$ cat src/rtl/alu8_mult_seq.sv
// Sequential 8x8 unsigned shift-add multiplier that drives an external 8-bit ALU, one operation per clock.
// Optional MULT_EARLY_SKIP_EN: skips the ADD state when the current multiplier LSB is 0.
module alu8_mult_seq (
  input  logic        clk,
  input  logic        reset,
  input  logic        start,
  input  logic [7:0]  a,
  input  logic [7:0]  b,
  output logic        busy,
  output logic        done,
  output logic [15:0] product,
  output logic [3:0]  alu_op,
  output logic        alu_shr,
  output logic [7:0]  alu_ai,
  output logic [7:0]  alu_bi,
  output logic        alu_ci,
  output logic        alu_bcd,
  input  logic [7:0]  alu_out,
  input  logic        alu_co
);

  localparam int unsigned DW = 8;
  localparam int unsigned PW = 16;
  localparam int unsigned CW = 3;

  localparam logic [3:0]    OP_ADD  = 4'b0011;
  localparam logic [3:0]    OP_IDLE = 4'b1111;
  localparam logic [CW-1:0] CNT_LAST = CW'(7);

  typedef enum logic [1:0] {
    S_IDLE  = 2'd0,
    S_ADD   = 2'd1,
    S_SHIFT = 2'd2,
    S_DONE  = 2'd3
  } state_t;

  state_t          state;
  state_t          state_nxt;
  logic [DW-1:0]   mcand;
  logic [DW-1:0]   hi;
  logic [DW-1:0]   lo;
  logic            c;
  logic [CW-1:0]   cnt;

  // State register
  always_ff @(posedge clk) begin
    if (reset) state <= S_IDLE;
    else       state <= state_nxt;
  end

  // Next-state logic
  always_comb begin
    state_nxt = state;
    case (state)
      S_IDLE: begin
        if (start) begin
`ifdef MULT_EARLY_SKIP_EN
          state_nxt = b[0] ? S_ADD : S_SHIFT;
`else
          state_nxt = S_ADD;
`endif
        end
      end
      S_ADD:   state_nxt = S_SHIFT;
      S_SHIFT: begin
        if (cnt == CNT_LAST) begin
          state_nxt = S_DONE;
        end else begin
`ifdef MULT_EARLY_SKIP_EN
          // lo[1] becomes the LSB after this cycle's shift
          state_nxt = lo[1] ? S_ADD : S_SHIFT;
`else
          state_nxt = S_ADD;
`endif
        end
      end
      S_DONE:  state_nxt = S_IDLE;
      default: state_nxt = S_IDLE;
    endcase
  end

  // ALU control: one add or one right shift of {c,hi} per cycle
  always_comb begin
    alu_op  = OP_IDLE;
    alu_shr = 1'b0;
    alu_ai  = '0;
    alu_bi  = '0;
    alu_ci  = 1'b0;
    case (state)
      S_ADD: begin
        alu_op = OP_ADD;
        alu_ai = hi;
        alu_bi = lo[0] ? mcand : '0;
      end
      S_SHIFT: begin
        alu_shr = 1'b1;
        alu_ai  = hi;
        alu_ci  = c;
      end
      default: begin
        alu_op = OP_IDLE;
      end
    endcase
  end

  assign alu_bcd = 1'b0;

  // Handshake flags follow the state being entered
  always_ff @(posedge clk) begin
    if (reset) begin
      busy <= 1'b0;
      done <= 1'b0;
    end else begin
      busy <= (state_nxt == S_ADD) || (state_nxt == S_SHIFT);
      done <= (state_nxt == S_DONE);
    end
  end

  // Datapath: {hi,lo} accumulates the product, lo shifts out the multiplier
  always_ff @(posedge clk) begin
    if (reset) begin
      mcand   <= '0;
      hi      <= '0;
      lo      <= '0;
      c       <= 1'b0;
      cnt     <= '0;
      product <= '0;
    end else begin
      case (state)
        S_IDLE: begin
          if (start) begin
            mcand <= a;
            lo    <= b;
            hi    <= '0;
            c     <= 1'b0;
            cnt   <= '0;
          end
        end
        S_ADD: begin
          hi <= alu_out;
          c  <= alu_co;
        end
        S_SHIFT: begin
          hi  <= alu_out;
          lo  <= {alu_co, lo[DW-1:1]};
          cnt <= cnt + CW'(1);
`ifdef MULT_EARLY_SKIP_EN
          c   <= 1'b0;
`endif
          if (cnt == CNT_LAST) product <= PW'({alu_out, alu_co, lo[DW-1:1]});
        end
        default: begin
          c <= c;
        end
      endcase
    end
  end

endmodule

$ cat config.mk
export PLATFORM = sky130hd
export DESIGN_NAME = alu8_mult_seq
export DESIGN_NICKNAME = d
export VERILOG_FILES = /design/src/rtl/alu8_mult_seq.sv
export SDC_FILE = /design/constraint.sdc
export NUM_CORES = 1
export LEC_CHECK = 0
export BUFFER_PORTS_ARGS = -buffer_cell sky130_fd_sc_hd__buf_2
export CORE_MARGIN = 2
export CORE_UTILIZATION = 47
export CTS_BUF_LIST = sky130_fd_sc_hd__clkbuf_8
export DETAILED_ROUTE_END_ITERATION = 10
export PLACE_DENSITY = 0.78
export SETUP_SLACK_MARGIN = 0.5
export SLEW_MARGIN = 0
export SYNTH_ARGS = -nofsm -noshare
export SYNTH_HDL_FRONTEND = slang
export SYNTH_SLANG_ARGS = --single-unit
$ cat constraint.sdc
create_clock -name clk -period 1.4 [get_ports clk]
set_input_delay 0 -clock clk [delete_from_list [all_inputs] [get_ports clk]]
set_output_delay 0 -clock clk [all_outputs]
set_load 0.03 [all_outputs]
==> impl_metrics.yaml, run 1 <==
pwr:
  p_seq_frac: 0.330
  p_comb_frac: 0.475
  leakage_nw: 1.53
  finalPower_mw: 5.15
  swShare: 0.354
  p_int_mw: 3.33
  p_clk_frac: 0.195
  ir_drop_mv: 0.707
  p_sw_mw: 1.82
  power.density_nw_per_um2: 1440
place:
  place_inst: 346
  place_congestion: 0.747
  port_buffers: 65
  hpwl_mm: 3.18
  place_area_um2: 2600
  pre_cts_ws_ps: -202
logic_synthesis:
  synth-main-ff-cell: "dfxtp_1"
  ys_types: 25
  async_flop_share: 0
  synth_top_area_frac: 0.463
  synth-edff-count: 0
  syn_area_um2: 2080
  synth-seq-cells: 48
  yosysWarnings: 0
  syn_area_per_cell_um2: 8.87
  synth_area_leaders: "dfxtp_1 46%, nand2_1 7.6%, a21oi_1 6.0%"
  yosysTopAreaCell: "dfxtp_1"
  ys_seq_area_frac: 0.463
  synthCells: 234
route:
  wl_per_cell_um: 18.8
  vias: 2212
  viasPerCell: 5.54
  drt-initial-drc-count: 143
  postRouteAntennaNets: 0
  drc: 0
  dr.pass1.iters: 4
  wirelength_mm: 7.51
setup_path:
  r2r_slack_ps: -70
  worst_setup_path_start_kind: "flop"
  critPathArrivalTime_ps: 1670
  reg2reg_depth: 7
  reg2reg_to: "cnt[1]$_SDFFE_PP0P_"
  path_cells: "inv_2 -> ha_4 -> buf_4 -> buf_8 -> mux2i_4 -> a32oi_1 -> nor2_1"
  critPathTopFamily: "flip-flops"
  slowest_delay_ps: 350
  critPathRequiredTime_ps: 1590
  cpMaxStageDelayCell: "dfxtp_2"
  critPathKind: "reg -> reg"
  critPathMaxFanout: 6
  reg2reg_from: "state[1]$_SDFF_PP0_"
  path_buf_inv: 3
  end_kind: "flop"
global_routing:
  busiest_layer: "met2"
  grt_pass1_wl_mm: 10.6
  grtUsageTotal: 0.270
  gr-usage-met1: 0.328
  grt.met2_usage: 0.469
  grt_antenna_before_repair: 0
  grt_max_degree: 49
  first_global_vias: 2168
  grtUsageMet3: 0.0635
  overflow: 0
clock_tree:
  cts_made_buffers: 5
  cts_htree_levels: 2
  cts_tree: "done"
  clk_latency_ps: 310
  clkTransAtPathRegs_ps: 90
  cts-root-buf: "clkbuf_8"
  cts_buffer_depth: 2
  cts_sinks: 48
finish:
  final_common_cell: "buf_2"
  areaGrowthSynthToFinish_pct: 72.4
  stdcell_count: 399
  fin_area_um2: 3580
  layout.nets: 380
  n_fill_cell: 231
  drive_above_1_share: 0.571
  final_cell_mix: "45 x buf_2, 44 x dfxtp_1, 35 x buf_6"
  fin_util: 0.833
  n_antenna_cell: 0
min_path:
  whs_path_depth: 3
  min_from: "b[4]"
  hp-class: "in -> reg"
  hold_end: "lo[4]$_SDFFE_PP0P_"
floorplanning:
  die_h_um: 70.5
  core-area_um2: 4290
  dieArea_um2: 4960
  die_w_um: 70.5
  rows: 24
  initial_core_util: 0.483
  ios: 69
sta:
  hold_ws_ps: 69.3
  setup_slack_ps: -74.5
  maxSlewViolCount: 0
  setup_tns_ps: -603
  finalCritPeriodShare: 1.05
  rsz0062_at_grt: "true"
  finalSetupViolations: 20
  fmax_ghz: 0.678
  skew_ps: 7.33
  finalCriticalPeriod_ps: 1470
  hold_viol: 0
status:
  status: "finished with violations"
  violations: "setup timing"
run:
  cap_viol_max_count: 0
[worst reg2reg max path, stage by stage (launching register included)]
cell and delay (ps):
dfxtp_2 350, inv_2 70, ha_4 200, buf_4 150, buf_8 130, mux2i_4 190, a32oi_1 210, nor2_1 70
[synthesized netlist by cell type, types with 2 or more instances]
cell type	number
buf_2	6
a21oi_1	25
conb_1	2
nand3_1	8
dfxtp_1	48
inv_1	3
nor2_1	20
clkbuf_1	7
buf_6	2
and2_1	10
mux2i_1	11
buf_4	6
a211oi_2	8
ha_1	6
nand2_1	42
nor2b_1	4
and3_1	8
a32oi_1	11
[power by group through the flow]
stage               combinational [mW]  sequential [mW]  clock, mW
floorplan                         1.14             1.71          0
global placement                  1.39             1.68          0
detailed placement                1.41             1.69          0
CTS                               2.14             1.66      0.988
global route                      2.58             1.71       1.06
finish                            2.45             1.70       1.01
[metal layers]
metal,wire length (um),part of all wire
met4,100,0.013
met3,415,0.055
met1,2980,0.40
met5,0,0
met2,4010,0.53
[kinds of logic (layout without fill, tap and decap cells)]
family	Yosys count	count (layout)	synth area share
AOI/OAI and AO/OA	46	46	0.162
adders and majority gates	6	6	0.0362
buffers and inverters	25	135	0.0675
DFF	48	48	0.463
muxes	12	13	0.0603
other	2	3	0.00362
and+or+nand+nor	95	96	0.207
[sequential cells by signal, summed over array words and instances (netlist names)]
register	flops
cnt	3
state	2
c	1
done	1
lo	8
hi	8
mcand	8
product	16
busy	1
[worst max-delay path by stage]
stage | start | end | slack, ps | cells past startpoint
3_3_place_gp | cnt[0]$_SDFFE_PP0P_ | product[3]$_SDFFE_PP0P_ | -120 | 5
4_1_cts | state[0]$_SDFF_PP0_ | alu_ai[0] | 3 | 5
5_1_grt | state[0]$_SDFF_PP0_ | cnt[0]$_SDFFE_PP0P_ | -130 | 7
3_5_place_dp | cnt[1]$_SDFFE_PP0P_ | product[6]$_SDFFE_PP0P_ | -200 | 5
2_1_floorplan | state[0]$_SDFF_PP0_ | busy$_SDFF_PP0_ | -30 | 7
6_report | state[1]$_SDFF_PP0_ | cnt[1]$_SDFFE_PP0P_ | -70 | 7
[final cells by class]
class / instances / area (um2) / area share
tap: 52 / 65.1 / 0.0182
sequential: 48 / 966 / 0.270
clock inverter: 3 / 38.8 / 0.0108
multi-input combinational: 164 / 1340 / 0.373
timing repair buffer: 124 / 1080 / 0.303
inverter: 3 / 18.8 / 0.00524
clock buffer: 5 / 68.8 / 0.0192
[what timing repair did]
| item | 4_1_cts | 5_1_grt |
|---|---|---|
| buffers inserted | 18 | 6 |
| setup endpoints to repair | 68 | 68 |
| resized for setup | 74 | 49 |
| endpoints found under the hold margin | 24 | 0 |
| gates cloned | 3 | 1 |
| pin swaps | 20 | 11 |
| hold buffers | 17 | 0 |
(Power assumes the default switching activity.)
==> inputs of run 2 (changes only) <==
--- a/config.mk
+++ b/config.mk
@@ -5,12 +5,13 @@
 export SDC_FILE = /design/constraint.sdc
 export NUM_CORES = 1
 export LEC_CHECK = 0
+export ABC_AREA = 1
 export BUFFER_PORTS_ARGS = -buffer_cell sky130_fd_sc_hd__buf_2
 export CORE_MARGIN = 2
 export CORE_UTILIZATION = 47
 export CTS_BUF_LIST = sky130_fd_sc_hd__clkbuf_8
 export DETAILED_ROUTE_END_ITERATION = 10
-export PLACE_DENSITY = 0.78
+export PLACE_DENSITY = 0.77
 export SETUP_SLACK_MARGIN = 0.5
 export SLEW_MARGIN = 0
 export SYNTH_ARGS = -nofsm -noshare
==> run 2 against run 1 <==
The run still ends with setup timing left. Combinational power is 73% higher. Area after synthesis grew 5.0%. Core utilization increased by 14 points. Largest power group unchanged. Hold slack got worse by 16 ps. Sequential share of layout area shrank 3.9 points. Die area rose by 4.7%. Maximum frequency shrank 5.5%.
==> impl_metrics.yaml, run 2 <==
status:
  status: "finished with violations"
  violations: "setup timing"
place:
  place_congestion: 0.771
  place_area_um2: 2790
  port_buffers: 65
  hpwl_mm: 3.50
  pre_cts_ws_ps: 43.6
global_routing:
  grtUsageTotal: 0.330
  first_global_vias: 2497
  grt_antenna_before_repair: 0
  grt_pass1_wl_mm: 13.0
  overflow: 0
  grt_max_degree: 34
logic_synthesis:
  ys_types: 22
  synthCells: 297
  synthXorXnorAreaFrac: 0
  synth-edff-count: 0
  synth-seq-cells: 48
  synthSimpleGateAreaFrac: 0.257
  synthMuxAreaShare: 0
  synthTopCellsByCount: "60 x nor2_1, 48 x dfxtp_1, 39 x nand2_1, 34 x inv_1, 25 x o21ai_0"
  synth_fa_ha_area_frac: 0.0344
  yosysTopAreaCell: "dfxtp_1"
  synth-main-ff-cell: "dfxtp_1"
  syn_area_um2: 2180
  syn_area_per_cell_um2: 7.34
  async_flop_share: 0
  ys_seq_area_frac: 0.441
  synth_top_area_frac: 0.441
  synth_area_leaders: "dfxtp_1 44%, nor2_1 10%, nand2_1 6.7%"
  synth_compound_area_frac: 0.126
  yosysMostFrequentCell: "nor2_1"
  yosysWarnings: 0
  synth_top_family_by_area: "simple AND/OR/NAND/NOR gates"
setup_path:
  critPathKind: "reg -> reg"
  critPathTopFamily: "buffers and inverters"
  r2r_slack_ps: -160
  critPathRequiredTime_ps: 1600
  path_cells: "buf_6 -> ha_4 -> nand2_4 -> buf_6 -> buf_12 -> o21ai_1 -> nor2_1"
  worst_setup_path_start_kind: "flop"
  reg2reg_from: "state[1]$_SDFF_PP0_"
  reg2reg_depth: 7
  critPathMaxFanout: 7
  cp-startpoint: "state[1]$_SDFF_PP0_"
  critPathArrivalTime_ps: 1760
  cpMostUsedCell: "buf_6"
  slowest_delay_ps: 380
  reg2reg_to: "product[6]$_SDFFE_PP0P_"
  path_buf_inv: 3
  end_kind: "flop"
  cpMaxStageDelayCell: "dfxtp_4"
pwr:
  leakage_nw: 1.92
  ir_drop_mv: 1.82
  finalPower_mw: 6.96
  power.density_nw_per_um2: 1620
route:
  drc: 0
  wirelength_mm: 12.2
  dr.pass1.iters: 5
  drt-initial-drc-count: 316
  vias: 2951
  wl_per_cell_um: 26.4
  postRouteAntennaNets: 0
  viasPerCell: 6.36
finish:
  fin_area_um2: 4290
  areaGrowthSynthToFinish_pct: 96.7
  final_common_cell: "buf_6"
  final_cell_mix: "35 x buf_6, 30 x dfxtp_1, 29 x buf_2"
  layout.nets: 445
  largest_reg_flops: 16
  drive_above_1_share: 0.662
  fin_util: 0.971
  top_register: "product"
sta:
  maxSlewViolCount: 0
  skew_ps: 7.03
  slew_headroom: 0.439
  rsz0062_at_grt: "true"
  fmax_ghz: 0.641
  finalCriticalPeriod_ps: 1560
  setup_slack_ps: -161
  finalCritPeriodShare: 1.11
  hold_viol: 0
  finalSetupViolations: 49
  worst_slew_pin_slew_ps: 840
clock_tree:
  clk_latency_ps: 320
  cts_sinks: 48
  cts_made_buffers: 5
  cts_htree_levels: 2
  cts-root-buf: "clkbuf_8"
  clkTransAtPathRegs_ps: 90
  cts_buffer_depth: 2
  cts_tree: "done"
floorplanning:
  die_w_um: 72.1
  rows: 24
  ios: 69
  initial_core_util: 0.494
  core-area_um2: 4410
  dieArea_um2: 5200
  die_h_um: 72.1
run:
  cap_viol_max_count: 0
min_path:
  whs_path_depth: 5
  min_from: "b[2]"
  hold_end: "lo[2]$_SDFFE_PP0P_"
  hp-class: "in -> reg"
-- run 2: cell count changes after synthesis, moves of 10 or more --
| cell | delta |
|---|---|
| and2_1 | -10 |
| mux2i_1 | -11 |
| nor2_1 | +40 |
| nand3_1 | +14 |
| o21ai_0 | +25 |
| a32oi_1 | -11 |
| inv_1 | +31 |
-- run 2: layout make-up --
class                           instances  area, um2
Multi-Input combinational cell        199       1740
Timing Repair inverter                  1       20.0
Inverter                               36        211
Clock inverter                          2       8.76
Tap cell                               52       65.1
Clock buffer                            5       68.8
Sequential cell                        48        988
Timing Repair Buffer                  120       1180
Fill cell                              73        126
Antenna cell                            1       2.50
-- run 2: how the worst max path moves through the flow --
stage / end / slack [ps] / depth (start not counted)
global route: hi[3]$_SDFFE_PP0P_ / -220 / 7
detailed placement: busy$_SDFF_PP0_ / 40 / 9
CTS: alu_ai[4] / -20 / 6
finish: product[6]$_SDFFE_PP0P_ / -160 / 7
floorplan: busy$_SDFF_PP0_ / 30 / 9
global placement: busy$_SDFF_PP0_ / 80 / 9
-- run 2: worst register-to-register path: cells and delay by family (launching register included) --
kind,cells,cell delay [ps]
AOI/OAI and AO/OA,1,230
buffers and inverters,3,410
and+or+nand+nor,2,180
DFF,1,380
adders and majority gates,1,250
-- run 2: report_power, final --
| group | switching, mW | internal, mW | total, mW |
|---|---|---|---|
| registers | 0.270 | 1.60 | 1.87 |
| clock network | 0.507 | 0.334 | 0.842 |
| logic | 2.40 | 1.85 | 4.25 |
-- run 2: per-layer routing --
metal	wire length, um	GRT usage
met5	0	0
met4	1080	0.166
met3	1230	0.0667
met2	5840	0.567
met1	4070	0.390
-- run 2: timing repair --
item	4_1_cts	5_1_grt
buffers inserted	14	9
gates resized for setup	164	93
hold buffers	16	0
gates cloned	9	3
pin swaps	38	27
hold endpoints to repair	23	0
endpoints found under the setup margin	68	84
-- run 2: cell families after synthesis --
logic type | Yosys count
flip-flops | 48
buffers and inverters | 56
adder cells (fa/ha/maj) | 6
AND/OR/NAND/NOR | 131
AO/OA/AOI/OAI | 54
other | 2
-- run 2: stage by stage --
stage / hold slack (ps) / instances / setup TNS [ps]
after floorplan: 160 / 298 / 0
after global placement: 262 / 405 / 0
after detailed placement: 279 / 405 / 0
after CTS: 27.9 / 451 / -67.7
after global routing: 90.2 / 463 / -2900
final: 53.6 / 464 / -2540
